## config.mk

```make
export PLATFORM = sky130hd
export DESIGN_NAME = spi_controller
export DESIGN_NICKNAME = d
export VERILOG_FILES = /design/src/rtl/spi_controller.sv
export SDC_FILE = /design/constraint.sdc
export NUM_CORES = 1
export LEC_CHECK = 0
export CELL_PAD_IN_SITES_DETAIL_PLACEMENT = 1
export CELL_PAD_IN_SITES_GLOBAL_PLACEMENT = 1
export CORE_ASPECT_RATIO = 0.8
export CORE_MARGIN = 4
export CORE_UTILIZATION = 46
export CTS_CLUSTER_SIZE = 24
export DETAILED_ROUTE_END_ITERATION = 6
export PLACE_DENSITY_LB_ADDON = 0.1
export SLEW_MARGIN = 10
export SYNTH_ARGS = -nofsm -noshare
export SYNTH_HDL_FRONTEND = slang
export SYNTH_SLANG_ARGS = --single-unit
export TNS_END_PERCENT = 10
```

## constraint.sdc

```tcl
create_clock -name clk -period 6.05 [get_ports clk]
set_input_delay 0.9075 -clock clk [delete_from_list [all_inputs] [get_ports clk]]
set_output_delay 0.9075 -clock clk [all_outputs]
set_load 0.02 [all_outputs]
```

## src/rtl/spi_controller.sv

```systemverilog
// SPI master (mode 0) with a small register interface and byte FIFOs.
// Bus side: DATA/STAT/CTRL registers, single-cycle req, resp one cycle later.
// Engine side: IDLE/LOAD/LOW/HIGH state machine shifting MSB first.
module spi_controller #(
   parameter int FIFO_DEPTH = 4
) (
   input  logic        clk,
   input  logic        rstn,
   input  logic [31:0] addr,
   input  logic        w_rb,
   input  logic [1:0]  acc,
   input  logic [31:0] wdata,
   output logic [31:0] rdata,
   input  logic        req,
   output logic        resp,
   output logic        fault,
   output logic        sck,
   output logic        mosi,
   input  logic        miso,
   output logic        csn
);

   localparam int AW = $clog2(FIFO_DEPTH);
   localparam logic [AW:0] C_FULL = (AW+1)'(FIFO_DEPTH);

   typedef enum logic [1:0] {
      S_IDLE = 2'd0,
      S_LOAD = 2'd1,
      S_LOW  = 2'd2,
      S_HIGH = 2'd3
   } state_t;

   // Control register
   logic [7:0]    r_div;
   logic          r_cs;

   // FIFO storage and bookkeeping
   logic [7:0]    r_tx_mem [FIFO_DEPTH];
   logic [AW-1:0] r_tx_wp, r_tx_rp;
   logic [AW:0]   r_tx_cnt;
   logic [7:0]    r_rx_mem [FIFO_DEPTH];
   logic [AW-1:0] r_rx_wp, r_rx_rp;
   logic [AW:0]   r_rx_cnt;

   // Engine registers and their next values
   state_t        r_state, w_state_nxt;
   logic [7:0]    r_shift, w_shift_nxt;
   logic [7:0]    r_cnt, w_cnt_nxt;
   logic [2:0]    r_bit, w_bit_nxt;
   logic [7:0]    r_div_lat, w_div_nxt;
   logic          r_sck, w_sck_nxt;
   logic          r_mosi, w_mosi_nxt;

   // Bus response registers
   logic          r_resp;
   logic [31:0]   r_rdata;

   // Decode and status wires
   logic          w_off_data, w_off_stat, w_off_ctrl;
   logic          w_misalign, w_illegal, w_ok;
   logic          w_tx_push, w_tx_pop, w_rx_push, w_rx_pop, w_ctrl_wr;
   logic          w_tx_full, w_tx_empty, w_rx_full, w_rx_empty, w_busy;
   logic [7:0]    w_tx_head, w_rx_head;
   logic [31:0]   w_stat, w_rd_val;
   logic          w_unused;

   assign w_unused   = &{1'b0, addr[31:4], wdata[31:9]};

   assign w_tx_full  = (r_tx_cnt == C_FULL);
   assign w_tx_empty = (r_tx_cnt == '0);
   assign w_rx_full  = (r_rx_cnt == C_FULL);
   assign w_rx_empty = (r_rx_cnt == '0);
   assign w_busy     = (r_state != S_IDLE) | ~w_tx_empty;
   assign w_tx_head  = r_tx_mem[r_tx_rp];
   assign w_rx_head  = r_rx_mem[r_rx_rp];
   assign w_stat     = {27'h0, w_busy, w_rx_empty, w_rx_full, w_tx_empty, w_tx_full};

   // Address/size decode; every illegal combination is folded into one flag
   // so a faulting access can be suppressed everywhere with a single term.
   assign w_off_data = (addr[3:0] == 4'h0);
   assign w_off_stat = (addr[3:0] == 4'h4);
   assign w_off_ctrl = (addr[3:0] == 4'h8);
   assign w_misalign = ((acc == 2'd1) & addr[0]) | ((acc == 2'd2) & (addr[1:0] != 2'b00));
   assign w_illegal  = ~(w_off_data | w_off_stat | w_off_ctrl)
                     | (w_off_data & (acc != 2'd0))
                     | ((w_off_stat | w_off_ctrl) & (acc != 2'd2))
                     | (w_off_stat & w_rb)
                     | (w_off_data & w_rb & w_tx_full)
                     | w_misalign;
   assign fault      = req & w_illegal;
   assign w_ok       = req & ~w_illegal;
   assign w_tx_push  = w_ok & w_off_data & w_rb;
   assign w_rx_pop   = w_ok & w_off_data & ~w_rb & ~w_rx_empty;
   assign w_ctrl_wr  = w_ok & w_off_ctrl & w_rb;

   assign rdata = r_rdata;
   assign resp  = r_resp;
   assign sck   = r_sck;
   assign mosi  = r_mosi;
   assign csn   = ~r_cs;

   // Read-data mux for legal reads; an empty RX reads as zero without popping
   always_comb begin
      w_rd_val = 32'h0;
      if (w_off_data)      w_rd_val = {24'h0, (w_rx_empty ? 8'h00 : w_rx_head)};
      else if (w_off_stat) w_rd_val = w_stat;
      else if (w_off_ctrl) w_rd_val = {23'h0, r_cs, r_div};
   end

   // Response strobe and registered read data
   always_ff @(posedge clk or negedge rstn) begin
      if (!rstn) begin
         r_resp  <= 1'b0;
         r_rdata <= 32'h0;
      end else begin
         r_resp  <= req;
         r_rdata <= (w_ok & ~w_rb) ? w_rd_val : 32'h0;
      end
   end

   // CTRL register; CS is writable at any time, DIV is sampled by the engine at LOAD
   always_ff @(posedge clk or negedge rstn) begin
      if (!rstn) begin
         r_div <= 8'h0;
         r_cs  <= 1'b0;
      end else if (w_ctrl_wr) begin
         r_div <= wdata[7:0];
         r_cs  <= wdata[8];
      end
   end

   // TX FIFO storage
   always_ff @(posedge clk) begin
      if (w_tx_push) r_tx_mem[r_tx_wp] <= wdata[7:0];
   end

   // TX FIFO pointers and occupancy; simultaneous push and pop leave the count unchanged
   always_ff @(posedge clk or negedge rstn) begin
      if (!rstn) begin
         r_tx_wp  <= '0;
         r_tx_rp  <= '0;
         r_tx_cnt <= '0;
      end else begin
         if (w_tx_push) r_tx_wp <= r_tx_wp + 1'b1;
         if (w_tx_pop)  r_tx_rp <= r_tx_rp + 1'b1;
         if (w_tx_push & ~w_tx_pop)      r_tx_cnt <= r_tx_cnt + 1'b1;
         else if (~w_tx_push & w_tx_pop) r_tx_cnt <= r_tx_cnt - 1'b1;
      end
   end

   // RX FIFO storage
   always_ff @(posedge clk) begin
      if (w_rx_push) r_rx_mem[r_rx_wp] <= r_shift;
   end

   // RX FIFO pointers and occupancy
   always_ff @(posedge clk or negedge rstn) begin
      if (!rstn) begin
         r_rx_wp  <= '0;
         r_rx_rp  <= '0;
         r_rx_cnt <= '0;
      end else begin
         if (w_rx_push) r_rx_wp <= r_rx_wp + 1'b1;
         if (w_rx_pop)  r_rx_rp <= r_rx_rp + 1'b1;
         if (w_rx_push & ~w_rx_pop)      r_rx_cnt <= r_rx_cnt + 1'b1;
         else if (~w_rx_push & w_rx_pop) r_rx_cnt <= r_rx_cnt - 1'b1;
      end
   end

   // Engine state register
   always_ff @(posedge clk or negedge rstn) begin
      if (!rstn) r_state <= S_IDLE;
      else       r_state <= w_state_nxt;
   end

   // Engine next-state and datapath. The byte is popped on the edge entering
   // LOAD so the shift register and mosi already hold it during LOAD. The
   // shift happens on the rising sck edge together with the miso capture;
   // the falling edge then just presents the new MSB on mosi.
   always_comb begin
      w_state_nxt = r_state;
      w_shift_nxt = r_shift;
      w_cnt_nxt   = r_cnt;
      w_bit_nxt   = r_bit;
      w_div_nxt   = r_div_lat;
      w_sck_nxt   = r_sck;
      w_mosi_nxt  = r_mosi;
      w_tx_pop    = 1'b0;
      w_rx_push   = 1'b0;
      case (r_state)
         S_IDLE: begin
            if (~w_tx_empty & ~w_rx_full) begin
               w_state_nxt = S_LOAD;
               w_tx_pop    = 1'b1;
               w_shift_nxt = w_tx_head;
               w_div_nxt   = r_div;
               w_mosi_nxt  = w_tx_head[7];
               w_sck_nxt   = 1'b0;
               w_cnt_nxt   = 8'h0;
               w_bit_nxt   = 3'd0;
            end
         end
         S_LOAD: begin
            w_state_nxt = S_LOW;
            w_cnt_nxt   = 8'h0;
         end
         S_LOW: begin
            if (r_cnt == r_div_lat) begin
               w_state_nxt = S_HIGH;
               w_cnt_nxt   = 8'h0;
               w_sck_nxt   = 1'b1;
               w_shift_nxt = {r_shift[6:0], miso};
            end else begin
               w_cnt_nxt = r_cnt + 8'd1;
            end
         end
         S_HIGH: begin
            if (r_cnt == r_div_lat) begin
               w_cnt_nxt = 8'h0;
               w_sck_nxt = 1'b0;
               if (r_bit == 3'd7) begin
                  w_state_nxt = S_IDLE;
                  w_rx_push   = 1'b1;
                  w_mosi_nxt  = 1'b0;
               end else begin
                  w_state_nxt = S_LOW;
                  w_bit_nxt   = r_bit + 3'd1;
                  w_mosi_nxt  = r_shift[7];
               end
            end else begin
               w_cnt_nxt = r_cnt + 8'd1;
            end
         end
         default: w_state_nxt = S_IDLE;
      endcase
   end

   // Engine datapath registers; reset drops any partial byte
   always_ff @(posedge clk or negedge rstn) begin
      if (!rstn) begin
         r_shift   <= 8'h0;
         r_cnt     <= 8'h0;
         r_bit     <= 3'd0;
         r_div_lat <= 8'h0;
         r_sck     <= 1'b0;
         r_mosi    <= 1'b0;
      end else begin
         r_shift   <= w_shift_nxt;
         r_cnt     <= w_cnt_nxt;
         r_bit     <= w_bit_nxt;
         r_div_lat <= w_div_nxt;
         r_sck     <= w_sck_nxt;
         r_mosi    <= w_mosi_nxt;
      end
   end

endmodule

```

==> results by stage <==
Logic synthesis:
- After technology mapping, the gate count stands at 437.
- The register bit count reported by yosys is 128.
- The count of cell types in the netlist is 58.
- The top cell type's share of synthesized area is 32.3%.
- sky130_fd_sc_hd__edfxtp_1 takes more of the synthesized area than any other cell.
- The number of warnings issued by yosys is 0.
- The async set-reset flop share out of synthesis is 50.0%.
- The synthesized design contains 64 enable-type register cells.
- The post-synthesis sequential area ratio is 59.1%.
- In this run the cell area of the synthesized design comes to 5960 um2.
- The commonest register cell after synthesis is sky130_fd_sc_hd__edfxtp_1.
- Sorting the synthesized cells by area gives the leading types as sky130_fd_sc_hd__edfxtp_1, sky130_fd_sc_hd__dfrtp_1, sky130_fd_sc_hd__mux4_2.
- A synthesized cell averages 13.6 um2.

Placement:
- During placement, the flow inserted port buffers numbering 33.
- The congestion estimate from routability-driven global placement came to 0.717.
- The number of placed instances with taps included is 629.
- The total half-perimeter wirelength after legalization and detailed placement is 9.05 mm.

Die:
- In this run the standard cell core region covers 12,400 um2.
- The die covers 14,800 um2.
- The number of standard-cell rows in the floorplan is 36.
- The initial utilization of the core area, before any placement, comes to 47.9%.
- The die extent in x is 135 um.
- 108 I/O pins were placed.
- The die is 110 um tall.

STA:
- At the pin with the least slew margin, the transition time is 882 ps.
- The total count of max-transition violations in the final report is 0.
- The smallest clock period supported by the final layout is computed as 3870 ps.
- The worst setup skew after layout is 8.76 ps.
- The final hold violation count came to 0.
- Of the available clock period, the critical path in the final layout requires 63.9%.
- The total negative slack is 0 ps.
- Setup repair after global routing left no endpoint under its margin.
- Setup violations remaining at the end of the flow were counted as 0.
- In this run the tightest slew margin relative to its limit is 41.2%.
- The upper clock frequency limit is 259 MHz.

Power and ir drop:
- Dividing total power by cell area gives a power density of 438 nW/um2.
- In this run the static leakage power is 2.79 nW.
- The worst-case vdd ir drop is 0.223 mV.

Global route:
- Global routing finished with a remaining overflow of 0.
- The initial antenna violation count was 0.
- The number of global-route vias before repair is 3,860.
- The first global-routing pass estimated 22.3 mm of wire.
- The overall track demand over capacity in global routing is 20.3%.
- Entering global routing, the biggest net connects 65 pins.

Final layout:
- The count of placed standard cells in the final layout, fillers left out is 661.
- The final net count is 566.
- The count of antenna diodes in the layout is 0.
- The area growth from synthesis to layout is 18.2%.
- Of the cells placed in the final design, the portion with a size suffix greater than 1 is 18.0%.

Clocking:
- For this design, the CTS-stage hold fixing added 0 buffers.
- TritonCTS built the clock tree.
- CTS saw 128 sinks.
- Clock tree synthesis selected as its root buffer the cell sky130_fd_sc_hd__clkbuf_16.
- The source-to-sink clock delay at the later pin of the worst-skew pair is 410 ps.
- The number of setup buffers added after CTS is 0.
- The number of buffers added by the clock tree synthesis step is 17.
- The total number of H-tree levels is 4.
- The buffer depth of the longest clock path is 2.
- The clock transition time at the flip-flop clock pins of the worst setup and hold paths is 60 ps.
- The post-cts gate resize count is 0.

Route:
- In the routed design, unresolved DRC markers number 0.
- In this run the remaining antenna-violating nets after routing total 0.
- The routed via count is 3,580.
- Dividing the detail-routed wire length by the instance count gives 21.2 um.
- The routed wire length is 14.0 mm.
- The number of vias per cell after detailed routing is 5.42.
- The first-pass iteration count of the detailed router is 4.
- The initial detailed-routing violation count is 246.

Critical path:
- Of all nets on the critical path, the largest fanout is 6.
- The number of buffers and inverters on the critical path is 3.
- Walking the worst path, the cells encountered are clkdlybuf4s50_1 -> nor4b_1 -> buf_4 -> o21ai_0 -> a31oi_1 -> clkdlybuf4s50_1.
- The critical path startpoint category is an input pin.
- The required arrival time at the worst endpoint is 5140 ps.
- The maximum cell stage delay along the critical path is 640 ps.
- The endpoint kind of the worst setup timing path is a primary output.
- The kind of cell with the highest combined delay along the critical path is buffers and inverters.
- For the worst setup path, the data arrival time is 2960 ps.
- Among the stages of the critical path, the cell type that occurs most often is sky130_fd_sc_hd__clkdlybuf4s50_1.
- Among all stages on the critical path, the largest delay is contributed by sky130_fd_sc_hd__clkdlybuf4s50_1.
- The kind of critical path is input pin to primary output.

Flow run:
- The number of violations of the max-capacitance limit is 0.

Min path:
- The min-delay analysis places its worst path in the category flop to flop.

Outcome:
- The flow ran to the end, and the final reports show no timing, DRC or antenna violations.
worst reg2reg max path, delay by kind of cell (launching register included):
kind          cells  cell delay (ps)
simple gates      4              990
fa+ha+maj         2              600
xor+xnor          3              510
buf+inv           1               80
flops             1              450
state kept, by name (all words and copies together) (netlist names), 2 cells and up:
signal / flops
r_shift: 8
r_rx_rp: 2
rdata: 9
r_div: 8
r_rx_cnt: 3
r_div_lat: 8
r_tx_rp: 2
r_tx_cnt: 3
r_bit: 3
r_tx_mem: 32
r_rx_wp: 2
r_cnt: 8
r_state: 2
r_tx_wp: 2
r_rx_mem: 32
per-stage QoR:
stage          setup slack, ps  util, %  instance area, um2  hold WS [ps]  power, mW
2_1_floorplan             3020        -                6040           468       1.72
3_3_place_gp              2270     51.2                6370           471       1.89
3_5_place_dp              2170     51.2                6370           476       1.93
4_1_cts                   2150     56.6                7040           490       3.11
5_1_grt                   2050     56.6                7040           501       3.25
6_report                  2180     56.6                7040           487       3.09
cell families after synthesis:
logic type      after synthesis  share of synthesized area (%)
xor+xnor                     21                           3.09
simple gates                109                           10.7
buf+inv                      53                           5.02
mux                          41                           10.5
fa+ha+maj                    18                           4.03
compound gates               66                           7.41
flops                       128                           59.1
other cells                   1                         0.0630
per-layer routing:
layer,GRT usage [%],share of wire [%],vias to the layer above
met5,0,0,-
met4,7.12,0.98,0
met3,3.71,3.4,12
met2,34.0,50,82
met1,27.0,46,1833
li1,-,-,1653
power by group:
group,switching (mW),internal (mW),total [mW]
combinational,0.421,0.305,0.726
sequential,0.153,1.04,1.19
clock,0.389,0.784,1.17
Yosys cell counts (6+ instances only):
cell	n
sky130_fd_sc_hd__a211oi_1	9
sky130_fd_sc_hd__a21oi_1	9
sky130_fd_sc_hd__a31oi_1	9
sky130_fd_sc_hd__and2_1	9
sky130_fd_sc_hd__buf_2	8
sky130_fd_sc_hd__buf_4	24
sky130_fd_sc_hd__dfrtp_1	64
sky130_fd_sc_hd__edfxtp_1	64
sky130_fd_sc_hd__ha_1	16
sky130_fd_sc_hd__inv_1	15
sky130_fd_sc_hd__mux2_2	21
sky130_fd_sc_hd__mux4_2	15
sky130_fd_sc_hd__nand2_1	28
sky130_fd_sc_hd__nand3_1	16
sky130_fd_sc_hd__nor2_1	17
sky130_fd_sc_hd__nor2b_1	6
sky130_fd_sc_hd__nor3_1	7
sky130_fd_sc_hd__o21ai_0	16
sky130_fd_sc_hd__xnor2_1	6
sky130_fd_sc_hd__xor2_1	15
cells in the final DEF, fill, tap and decap left out, types with 3 or more instances in the layout:
cell | synthesis | layout
sky130_fd_sc_hd__dfrtp_1 | 64 | 64
sky130_fd_sc_hd__edfxtp_1 | 64 | 64
sky130_fd_sc_hd__clkdlybuf4s50_1 | 0 | 32
sky130_fd_sc_hd__nand2_1 | 28 | 28
sky130_fd_sc_hd__conb_1 | 1 | 23
sky130_fd_sc_hd__mux2_2 | 21 | 21
sky130_fd_sc_hd__nor2_1 | 17 | 17
sky130_fd_sc_hd__clkbuf_16 | 0 | 17
sky130_fd_sc_hd__nand3_1 | 16 | 16
sky130_fd_sc_hd__o21ai_0 | 16 | 16
sky130_fd_sc_hd__ha_1 | 16 | 16
sky130_fd_sc_hd__xor2_1 | 15 | 15
sky130_fd_sc_hd__mux4_2 | 15 | 15
sky130_fd_sc_hd__inv_1 | 15 | 15
sky130_fd_sc_hd__a21oi_1 | 9 | 9
sky130_fd_sc_hd__and2_1 | 9 | 9
sky130_fd_sc_hd__a31oi_1 | 9 | 9
sky130_fd_sc_hd__a211oi_1 | 9 | 9
sky130_fd_sc_hd__nor3_1 | 7 | 7
sky130_fd_sc_hd__xnor2_1 | 6 | 6
sky130_fd_sc_hd__nor2b_1 | 6 | 6
sky130_fd_sc_hd__bufinv_16 | 0 | 6
sky130_fd_sc_hd__a22oi_1 | 5 | 5
sky130_fd_sc_hd__o211ai_1 | 4 | 4
sky130_fd_sc_hd__buf_4 | 24 | 4
sky130_fd_sc_hd__o21ai_1 | 3 | 3
sky130_fd_sc_hd__nor2_4 | 3 | 3
sky130_fd_sc_hd__nand2b_1 | 3 | 3
sky130_fd_sc_hd__mux2i_1 | 3 | 3
sky130_fd_sc_hd__clkinv_2 | 0 | 3
path summary, 6_finish.rpt:
check,slack (ps),depth (start not counted),from,endpoint
setup reg to reg,3340,10,r_cnt[1],r_rx_cnt[2]
hold / removal,490,1,mosi,mosi
max in group asynchronous,4780,2,rstn,rdata[7]
hold reg to reg,490,1,mosi,mosi
min in group asynchronous,680,2,rstn,mosi
setup / recovery,2180,6,addr[1],fault
cell type report:
| cell class | instances | area [um2] |
|---|---|---|
| Clock inverter | 14 | 236 |
| Timing Repair Buffer | 37 | 355 |
| Sequential cell | 128 | 3520 |
| Tap cell | 171 | 214 |
| Clock buffer | 18 | 439 |
| Multi-Input combinational cell | 278 | 2220 |
| Fill cell | 1214 | 5390 |
| Inverter | 15 | 56.3 |
No activity file was read; power rests on OpenSTA's default activity.
==> RTL change 1, RTL diff (same flow settings) <==
`r_rdata` no longer has a reset.
--- a/src/rtl/spi_controller.sv
+++ b/src/rtl/spi_controller.sv
@@ -111,11 +111,13 @@
    always_ff @(posedge clk or negedge rstn) begin
       if (!rstn) begin
          r_resp  <= 1'b0;
-         r_rdata <= 32'h0;
       end else begin
          r_resp  <= req;
-         r_rdata <= (w_ok & ~w_rb) ? w_rd_val : 32'h0;
-      end
+      end
+   end
+
+   always_ff @(posedge clk) begin
+      r_rdata <= (w_ok & ~w_rb) ? w_rd_val : 32'h0;
    end
 
    // CTRL register; CS is writable at any time, DIV is sampled by the engine at LOAD
Function: changed (a bounded check fails within 4 cycles, from zero or initial values and one cycle with rstn low).
==> RTL change 1 against the unedited design <==
- setup slack got worse by 38 ps
- wire length fell by 12%
- via count fell by 7.3%
- first-iteration DRC count fell by 4.1%
- total power fell by 16%
- design area fell by 7.1%
- sequential cell count did not move
- clock skew fell by 1.5 ps
- area after synthesis fell by 5.8%
- largest power group unchanged
==> RTL change 1: results (changes against the unedited design) <==
| Metric | Value |
|---|---|
| Status | complete, no violations |
| Root buf cell | clkbuf_16 |
| Skew final | 7.24 ps (-1.52 ps) |
| Avg WL per Cell | 20.0 um (-5.6%) |
| Diodes inserted | 0 (unchanged) |
| First-pass GRT wire length | 19,400 um (-13%) |
| Largest cells by area after synthesis | edfxtp_1, dfrtp_1, mux4_2, dfxtp_1, buf_4 |
| Clock Path Buffers | 2 (unchanged) |
| Clock Pin Slew Worst Setup and Hold Paths | 50 ps |
| Distinct cells, synth | 53 (-8.6%) |
| Vias in the first global route | 3,469 (-10%) |
| GPL Wtd Cong | 0.741 (+3.4%) |
| Initial antenna violation count | 0 (unchanged) |
| HPWL after DPL | 8400 um (-7.2%) |
| Synth top cells by count | edfxtp_1, dfrtp_1, nand2_1 |
| P_leak | 0.00254 uW (-8.9%) |
| Worst-Margin Slew | 989 ps (+108 ps) |
| CP max-delay cell | clkdlybuf4s50_1 |
| Largest net degree at the start of global routing | 56 (-14%) |
| TritonCTS clock tree | yes |
| Yosys warns | 0 (unchanged) |
| CTS resizes | 0 (unchanged) |
| Worst-Skew Late Latency | 410 ps (about the same) |
| Buffer count from post-CTS setup fixing | 0 (unchanged) |
| CTS Buf Count | 17 (unchanged) |
| PortBufs | 33 (unchanged) |
| Slowest stage delay, CP | 620 ps (-20 ps) |
| Min-delay worst type | reg2reg |
| All-Layer GR Usage | 0.182 (-0.0213) |
| Nets | 538 (-4.9%) |
| Async SR Flop Fraction | 0.430 (-0.0703) |
| 1st-pass router iterations | 5 (+1) |
| WP data arrival | 3000 ps (+40 ps) |
| Worst vdd ir | 0.231 mV (+3.6%) |
| Number of DRC markers in iteration 0 | 236 (-4.1%) |
| Fraction of layout cells with a size suffix above 1 | 0.155 (-0.0248) |
| Via density | 5.41 (about the same) |
| Sequential fraction of the synthesis area | 0.620 (+0.0282) |
==> RTL change 1: changes by cell type in the layout (fill, tap and decap cells not counted), moves of 9 or more <==
cell	delta
nand2_1	+17
nand3_1	-10
o21ai_0	-10
a211oi_1	-9
dfrtp_1	-9
dfxtp_1	+9
mux2_2	-9
o22ai_1	+9
==> RTL change 1: final cells by class <==
class	instances	area, um^2
clock buffer	18	429
tap	148	185
multi-input combinational	253	1920
inverter	17	63.8
fill	1154	5190
timing repair buffer	35	340
clock inverter	14	120
sequential	128	3480
==> RTL change 1: per-stage QoR <==
step                std cells  utilization  total power [uW]  worst slack, ps  instance area (um^2)
floorplan                 434            -              1530             3220                  5700
global placement          581        0.511              1650             2160                  5990
detailed placement        581        0.511              1690             2080                  5990
CTS                       613        0.557              2630             2140                  6540
global route              613        0.557              2730             1980                  6540
finish                    613        0.557              2600             2140                  6540
==> RTL change 1: cell families after synthesis <==
group / after synthesis / synth area share
DFF: 128 / 0.620
and+or+nand+nor: 111 / 0.103
buffers and inverters: 53 / 0.0522
AOI/OAI and AO/OA: 52 / 0.0611
muxes: 30 / 0.0927
xor gates and xnor gates: 22 / 0.0343
adders and majority gates: 15 / 0.0361
other: 1 / 0.000668
==> RTL change 1: path summary, 6_finish.rpt <==
check / from / endpoint / slack [ps] / cells past startpoint
max: addr[1] / fault / 2140 / 7
min in group asynchronous: rstn / r_shift[1] / 650 / 2
min: r_div_lat[0] / r_div_lat[0] / 500 / 2
max in group asynchronous: rstn / r_rx_rp[0] / 4890 / 2
min reg2reg: r_div_lat[0] / r_div_lat[0] / 500 / 2
max reg2reg: r_tx_cnt[0] / r_tx_cnt[2] / 2830 / 11
==> RTL change 1: report_power, final <==
part	switching, uW	leakage [uW]	internal (uW)	total [uW]
logic	278	0.000954	223	502
registers	140	0.00134	1030	1170
clock network	373	0.000253	561	934
==> RTL change 1: critical path: cells and delay by family <==
family                 cells  cell delay, ps
AO/OA/AOI/OAI              2             370
buffers and inverters      2            1120
AND/OR/NAND/NOR            3             600
==> RTL change 1: metal layers <==
metal	vias to the layer above	GRT usage	routed length, um
met1	1702	0.250	5700
li1	1534	-	-
met4	0	0.0652	169
met2	67	0.290	5900
met3	14	0.0389	524
met5	-	0	0
==> RTL change 2, RTL diff (same settings) <==
Without the edit above. The parameter `FIFO_DEPTH` goes from 4 to 16.
--- a/src/rtl/spi_controller.sv
+++ b/src/rtl/spi_controller.sv
@@ -2,7 +2,7 @@
 // Bus side: DATA/STAT/CTRL registers, single-cycle req, resp one cycle later.
 // Engine side: IDLE/LOAD/LOW/HIGH state machine shifting MSB first.
 module spi_controller #(
-   parameter int FIFO_DEPTH = 4
+   parameter int FIFO_DEPTH = 16
 ) (
    input  logic        clk,
    input  logic        rstn,
Behaviour: not the same (a bounded check fails within 10 cycles, from zero or initial values and one cycle with rstn low).
==> RTL change 2 against the unedited design <==
- setup slack got worse by 360 ps
- via count rose by 110%
- wire length rose by 120%
- clock skew barely moved
- design area rose by 120%
- largest power group unchanged
- critical path depth rose by 7
- sequential share of layout area rose by 11 points
- area after synthesis rose by 130%
- cell count rose by 98%
- total power rose by 97%
- sequential cell count rose by 204
==> RTL change 2: results (changes against the unedited design) <==
| Metric | Value |
|---|---|
| Fillcell total | 2,761 (+130%) |
| HPWL after DPL | 20,800 um (+130%) |
| Diodes inserted | 0 (unchanged) |
| Async SR Flop Fraction | 0.229 (-0.271) |
| All-Layer GR Usage | 0.192 (-0.0114) |
| CP Max Fanout | 15 (+9) |
| Via density | 5.62 (+3.7%) |
| Post-synth EDFFs | 256 (+300%) |
| Root buf cell | clkbuf_16 |
| Largest net degree at the start of global routing | 77 (+18%) |
| WP data arrival | 4650 ps (+1690 ps) |
| 1st-pass router iterations | 7 (+3) |
| Number of DRC markers in iteration 0 | 484 (+97%) |
| Final wirelength | 31,400 um (+120%) |
| Clock Path Buffers | 3 (+1) |
| CTS resizes | 0 (unchanged) |
| Largest cells by area after synthesis | edfxtp_1, dfrtp_1, mux4_2, ha_1, mux2_2 |
| Max_slew headroom | 0.217 (-0.195) |
| GPL Wtd Cong | 0.751 (+4.8%) |
| PortBufs | 33 (unchanged) |
| Synth top cells by count | edfxtp_1, dfrtp_1, mux4_2 |
| Worst vdd ir | 0.243 mV (+9.0%) |
| Yosys warns | 0 (unchanged) |
| Sequential fraction of the synthesis area | 0.686 (+0.0947) |
| CTS H-tree depth | 2 (-2) |
| Clock Pin Slew Worst Setup and Hold Paths | 60 ps (about the same) |
| Distinct cells, synth | 55 (-5.2%) |
| Worst-Skew Late Latency | 510 ps (+100 ps) |
| Initial antenna violation count | 1 (+1) |
| Min-delay worst type | reg2reg |
| First-pass GRT wire length | 48,500 um (+120%) |
| Fraction of layout cells with a size suffix above 1 | 0.178 (-0.00189) |
| Hold path start | r_div_lat[4] |
| Crit path from | addr[3] |
| Skew final | 8.50 ps (-0.263 ps) |
| Vias in the first global route | 7,919 (+110%) |
| CTS Buf Count | 34 (+17) |
| P_leak | 0.00560 uW (+100%) |
| Status | complete, no violations |
| Nets | 975 (+72%) |
-- RTL change 2: cell count changes after synthesis, moves of 10 or more --
cell      before  now
xnor2_1        6   16
a22oi_1        5   23
edfxtp_1      64  256
nor2b_1        6   21
clkbuf_1       5   22
mux4_2        15   63
nor2_1        17   28
and3_1         1   25
dfrtp_1       64   76
a21oi_1        9   35
nand2_1       28   58
-- RTL change 2: power by group --
| group | total [uW] | internal (uW) | switching (uW) |
|---|---|---|---|
| registers | 2930 | 2690 | 234 |
| logic | 1090 | 479 | 609 |
| clock network | 2070 | 1200 | 863 |
-- RTL change 2: cell type report --
type,instances,area [um^2],area share
Multi-Input combinational cell,454,4050,0.258
Clock inverter,21,190,0.0121
Timing Repair Buffer,44,410,0.0261
Inverter,15,56.3,0.00358
Sequential cell,332,9590,0.610
Clock buffer,40,905,0.0576
Tap cell,406,508,0.0323
-- RTL change 2: final timing paths --
kind                                 to  slack (ps)  cells past startpoint
hold reg to reg            r_div_lat[4]         510                      2
setup reg to reg            r_rx_cnt[4]        2270                     11
setup / recovery            r_rx_cnt[4]        1820                     13
hold / removal             r_div_lat[4]         510                      2
max in group asynchronous    r_tx_rp[0]        4740                      1
min in group asynchronous      rdata[1]         580                      1
-- RTL change 2: kinds of logic after synthesis --
logic type | after synthesis | share of synthesized area
flops | 332 | 0.686
simple gates | 181 | 0.0692
compound gates | 102 | 0.0479
mux | 95 | 0.126
buf+inv | 79 | 0.0296
xor+xnor | 30 | 0.0188
fa+ha+maj | 23 | 0.0217
other cells | 1 | 0.000268
-- RTL change 2: metal layers --
metal  global-route usage  vias to the layer above  part of all wire
met5                    0                        -                 0
met2                0.299                      162              0.46
met3               0.0318                       46             0.049
met4               0.0438                        0             0.018
li1                     -                     3284                 -
met1                0.289                     3876              0.47
-- RTL change 2: stage by stage --
step	hold WS [ps]	instances	util	setup slack [ps]	instance area [um^2]
floorplan	456	865	-	2510	14100
global placement	485	1251	0.493	1420	14600
detailed placement	498	1251	0.493	1300	14600
CTS	513	1312	0.530	1810	15700
global route	531	1312	0.530	1540	15700
finish	507	1312	0.530	1820	15700
-- RTL change 2: critical path, stage by stage --
cell             delay (ps)
clkdlybuf4s50_1         670
xor2_1                  270
o21a_1                  270
nor4b_4                 610
nand3_2                 210
ha_1                    300
inv_1                   140
ha_1                    270
nor2b_1                 140
o21a_1                  180
or3_1                   320
a21oi_1                 200
xor2_1                  160
